$ cat config.mk
export PLATFORM = sky130hd
export DESIGN_NAME = fsm_frame_scheduler
export DESIGN_NICKNAME = d
export VERILOG_FILES = /design/src/rtl/fsm_frame_scheduler_pkg.sv /design/src/rtl/fsm_frame_scheduler_rr_arbiter.sv /design/src/rtl/fsm_frame_scheduler.sv
export SDC_FILE = /design/constraint.sdc
export NUM_CORES = 1
export LEC_CHECK = 0
export BUFFER_PORTS_ARGS = -buffer_cell sky130_fd_sc_hd__buf_2
export CAP_MARGIN = 5
export CORE_MARGIN = 5
export CORE_UTILIZATION = 43
export CTS_BUF_LIST = sky130_fd_sc_hd__clkbuf_8
export CTS_CLUSTER_DIAMETER = 50
export DETAILED_ROUTE_END_ITERATION = 7
export PLACE_DENSITY = 0.69
export SLEW_MARGIN = 10
export SYNTH_ARGS = -nofsm -noshare
export SYNTH_HDL_FRONTEND = slang
export SYNTH_HIERARCHICAL = 1
export SYNTH_SLANG_ARGS = --single-unit
$ cat constraint.sdc
create_clock -name clk -period 3.6 [get_ports clk]
set_input_delay 0.18 -clock clk [delete_from_list [all_inputs] [get_ports clk]]
set_output_delay 0.18 -clock clk [all_outputs]
set_load 0.02 [all_outputs]
$ cat src/rtl/fsm_frame_scheduler_pkg.sv
// fsm_frame_scheduler_pkg: state codes and width helper shared by the
// frame scheduler top and its round-robin arbiter.
package fsm_frame_scheduler_pkg;

   localparam logic [1:0] ST_IDLE   = 2'd0;
   localparam logic [1:0] ST_FLUSH  = 2'd1;
   localparam logic [1:0] ST_SHIFT  = 2'd2;
   localparam logic [1:0] ST_REPORT = 2'd3;

   function automatic int clog2(input int value);
      int res;
      res = 0;
      while ((1 << res) < value) begin
         res = res + 1;
      end
      return res;
   endfunction

endpackage

$ cat src/rtl/fsm_frame_scheduler_rr_arbiter.sv
// rr_arbiter: combinational round-robin pick of the first set req at or
// after ptr (wrapping). Ports: req, ptr in; one-hot winner, any_req out.
module rr_arbiter
   import fsm_frame_scheduler_pkg::*;
#(
   parameter int N = 4,
   localparam int PTR_W = clog2(N)
) (
   input  logic [N-1:0]     req,
   input  logic [PTR_W-1:0] ptr,
   output logic [N-1:0]     winner,
   output logic             any_req
);

   logic [N-1:0] rot;
   logic [N-1:0] rot_win;

   // rotate so ptr sits at bit 0, take lowest set bit, rotate back
   assign rot     = N'({req, req} >> ptr);
   assign rot_win = rot & (~rot + N'(1));
   assign winner  = N'(({rot_win, rot_win} << ptr) >> N);
   assign any_req = |req;

endmodule

$ cat src/rtl/fsm_frame_scheduler.sv
// fsm_frame_scheduler: time-shares one serial Mealy detector among N
// requesters, round-robin; shifts each captured frame MSB-first into the
// detector and reports the hit count.
// Ports: clk, rst (async active-low), req, frame_data in; gnt, busy, done,
// hit_cnt out; det_din/det_rst to detector, det_dout from detector.
// Option: define SCHED_FLUSH_EN to clear the detector before every frame.
module fsm_frame_scheduler
   import fsm_frame_scheduler_pkg::*;
#(
   parameter int N = 4,
   parameter int FRAME_W = 8,
   localparam int CNT_W = clog2(FRAME_W + 1)
) (
   input  logic                 clk,
   input  logic                 rst,
   input  logic [N-1:0]         req,
   input  logic [N*FRAME_W-1:0] frame_data,
   output logic [N-1:0]         gnt,
   output logic                 busy,
   output logic                 done,
   output logic [CNT_W-1:0]     hit_cnt,
   output logic                 det_din,
   output logic                 det_rst,
   input  logic                 det_dout
);

   localparam int PTR_W = clog2(N);

   logic [1:0]         state;
   logic [PTR_W-1:0]   ptr;
   logic [PTR_W-1:0]   nxt_ptr;
   logic [N-1:0]       winner;
   logic               any_req;
   logic [FRAME_W-1:0] shreg;
   logic [FRAME_W-1:0] cap;
   logic [CNT_W-1:0]   bit_cnt;
   logic [CNT_W-1:0]   cnt;
   logic [CNT_W-1:0]   cnt_nxt;
   logic               last_bit;

   rr_arbiter #(.N(N)) u_arb (
      .req     (req),
      .ptr     (ptr),
      .winner  (winner),
      .any_req (any_req)
   );

   always_comb begin
      cap = '0;
      nxt_ptr = '0;
      for (int i = 0; i < N; i++) begin
         if (winner[i]) begin
            cap = cap | frame_data[i*FRAME_W +: FRAME_W];
            nxt_ptr = (i == N - 1) ? '0 : PTR_W'(i + 1);
         end
      end
   end

   assign cnt_nxt  = cnt + {{(CNT_W-1){1'b0}}, det_dout};
   assign last_bit = (bit_cnt == CNT_W'(FRAME_W - 1));
   assign busy     = (state != ST_IDLE);
   assign det_din  = (state == ST_SHIFT) & shreg[FRAME_W-1];

   always_ff @(posedge clk or negedge rst) begin
      if (!rst) begin
         state   <= ST_IDLE;
         gnt     <= '0;
         done    <= 1'b0;
         hit_cnt <= '0;
         det_rst <= 1'b1;
         ptr     <= '0;
         shreg   <= '0;
         bit_cnt <= '0;
         cnt     <= '0;
      end else begin
         done    <= 1'b0;
         det_rst <= 1'b0;
         unique case (state)
            ST_IDLE: begin
               if (any_req) begin
                  gnt     <= winner;
                  shreg   <= cap;
                  bit_cnt <= '0;
                  cnt     <= '0;
                  ptr     <= nxt_ptr;
`ifdef SCHED_FLUSH_EN
                  state   <= ST_FLUSH;
                  det_rst <= 1'b1;
`else
                  state   <= ST_SHIFT;
`endif
               end
            end
            ST_FLUSH: state <= ST_SHIFT;
            ST_SHIFT: begin
               shreg   <= shreg << 1;
               bit_cnt <= bit_cnt + 1'b1;
               cnt     <= cnt_nxt;
               if (last_bit) begin
                  hit_cnt <= cnt_nxt;
                  state   <= ST_REPORT;
               end
            end
            ST_REPORT: begin
               // first cycle loads the count, second raises done
               done <= ~done;
               if (done) begin
                  state <= ST_IDLE;
                  gnt   <= '0;
               end
            end
            default: state <= ST_IDLE;
         endcase
      end
   end

endmodule

==> metrics.cfg <==
[layout]
fin_area_mm2 = 0.00196
layout-drive-gt1-share_pct = 32.9
layout_common_cells = buf_2 (50), dfrtp_1 (29), nand2_1 (20)
nets = 251
syn_to_final_growth_pct = 21.4
stdcell_count = 258
layout_commonest_cell = buf_2
n_antenna_cell = 0

[floorplanning]
core-area_mm2 = 0.00366
ios = 51
die_area_mm2 = 0.00509
start_util_pct = 44.2
row_count = 22
die_h_um = 71.3
die_width_um = 71.3

[yosys]
avgSynthCellArea_um2 = 10.0
synth_ff_type = dfrtp_1
synth_top_area_share_pct = 44.9
synth.area.top_cells = dfrtp_1 (45%), a22oi_1 (6.5%), nand2_1 (4.6%)
synth_edf_count = 0
yosys_register_bits = 30
synthArstFlopShare_pct = 100
yosysTopAreaCell = dfrtp_1
yosysWarnings = 6
synth_fp_nets = 203
ys_seq_area_share_pct = 46.5
syn-cell-area_mm2 = 0.00162
synth_cell_types = 41
postSynthCellCount = 161

[sta]
period_share_pct = 54.8
setup_viol = 0
final_max_slew_viol_count = 0
tightestPinTransition_ns = 0.755
grt_setup_unrepaired = false
max_freq_mhz = 507
final_hold_viol_count = 0
slew_headroom_pct = 49.6
fin_worst_skew_ns = 0.00195
finalSetupTns_ns = 0
post-route-min-period_ns = 1.97

[cts]
clk_pin_slew_ns = 0.06
clock_path_buffers = 2
htree_levels = 2
cts-root-buf = clkbuf_8
tritoncts = done
clk_latency_ns = 0.28
cts_resized = 0
clkSinkCount = 30
cts_buffers = 5

[hold_path]
hold_path.class = input port to flip-flop

[critical_path]
crit_path_end_kind = flip-flop
critical_path_class = flip-flop to flip-flop
critical_path_arrival_ns = 2.14
required_ns = 3.76
worstSetupStartpointType = flip-flop
crit_fanout = 15

[drt]
drt_wl_total_um = 3780
ant_nets = 0
num_vias = 1420
drc = 0
routed_via_density = 5.50
dr.pass1.iters = 4
drt_iter0_drc = 75
routedWlPerCell_um = 14.7

[power_and_ir_drop]
leakage_nw = 0.971
power.density_mw_per_mm2 = 756
vdd_ir_drop_max_v = 0.000357

[place]
dpl_cell_area_mm2 = 0.00186
place_inst = 249
gp_congestion = 0.819
portBuffers = 50
dp_hpwl_um = 2660

[flow_run]
cap_violations = 0

[global_route]
grt_usage_pct = 15.7
grt_pass1_wl_um = 6410
grt_overflow = 0
antenna_found_initial = 0
grt_pass1_vias = 1429
grt_max_degree = 31

[status]
status = finished, final reports clean

kinds of logic (layout without fill, tap and decap cells):
kind of cell	Yosys count	after routing	share of synthesized area (%)
xor gates and xnor gates	2	2	1.08
buffers and inverters	12	61	4.49
AOI/OAI and AO/OA	55	55	25.5
and+or+nand+nor	52	52	15.8
muxes	6	6	4.02
adders and majority gates	3	3	2.32
other	1	1	0.232
DFF	30	30	46.5
sequential cells by signal, summed over array words and instances (netlist names), 2 cells and up:
name,count
ptr,2
bit_cnt,4
hit_cnt,4
cnt,4
state,2
gnt,4
shreg,8
Yosys cell counts (3+ instances only):
library cell   n
a21oi_1       12
a221o_1        7
a221oi_1       3
a22oi_1       14
clkbuf_1       5
dfrtp_1       29
ha_1           3
mux2_2         4
nand2_1       20
nand2b_1       3
nand3_1        5
nor2_1        10
nor2b_1        3
o21ai_0        4
o22ai_1        3
worst paths after layout:
path | from | slack (ns) | depth (start not counted) | endpoint
max in group asynchronous | rst | 2.70 | 2 | hit_cnt[3]
hold / removal | frame_data[24] | 0.20 | 3 | shreg[0]
setup / recovery | state[1] | 1.63 | 3 | hit_cnt[3]
hold reg to reg | done | 0.48 | 1 | done
min in group asynchronous | rst | 0.47 | 2 | shreg[3]
setup reg to reg | state[1] | 1.63 | 3 | hit_cnt[3]
through the flow:
step | hold slack (ns) | power (W) | util (%) | worst slack, ns
after floorplan | -0.116 | 0.00105 | - | 1.97
after global placement | 0.244 | 0.00121 | 50.9 | 1.72
after detailed placement | 0.257 | 0.00122 | 50.9 | 1.68
after CTS | 0.207 | 0.00150 | 53.6 | 1.65
after global routing | 0.248 | 0.00161 | 53.6 | 1.54
final | 0.200 | 0.00148 | 53.6 | 1.63
report_power, final:
group | internal, W | switching [W]
Clock | 0.000151 | 0.000121
Combinational | 0.000271 | 0.000342
Sequential | 0.000474 | 0.000125
Total | 0.000897 | 0.000588
what timing repair did:
item                                   in CTS  in global routing
endpoints found under the hold margin      29                  0
setup buffers                               0                  0
hold buffers                                1                  0
area by class of cell:
class / count / area (um2)
inverters: 2 / 7.51
flip-flops and latches: 30 / 752
multi-input cells: 119 / 792
well taps: 48 / 60.1
fillers: 330 / 1700
clock inverters: 2 / 8.76
repair buffers: 51 / 260
clock buffers: 6 / 82.6
critical path: stages (launching register included):
cell     delay [ns]
dfrtp_1        0.60
and2b_1        0.48
and4b_1        0.40
mux2_2         0.37
metal layers:
layer  up-vias  share of wire, %  track usage (%)
met5         -                 0                0
met4         0               1.3             5.01
met3         6               7.7             5.89
met2        41                45             24.6
met1       682                46             20.0
li1        691                 -                -
(Power assumes the default switching activity.)
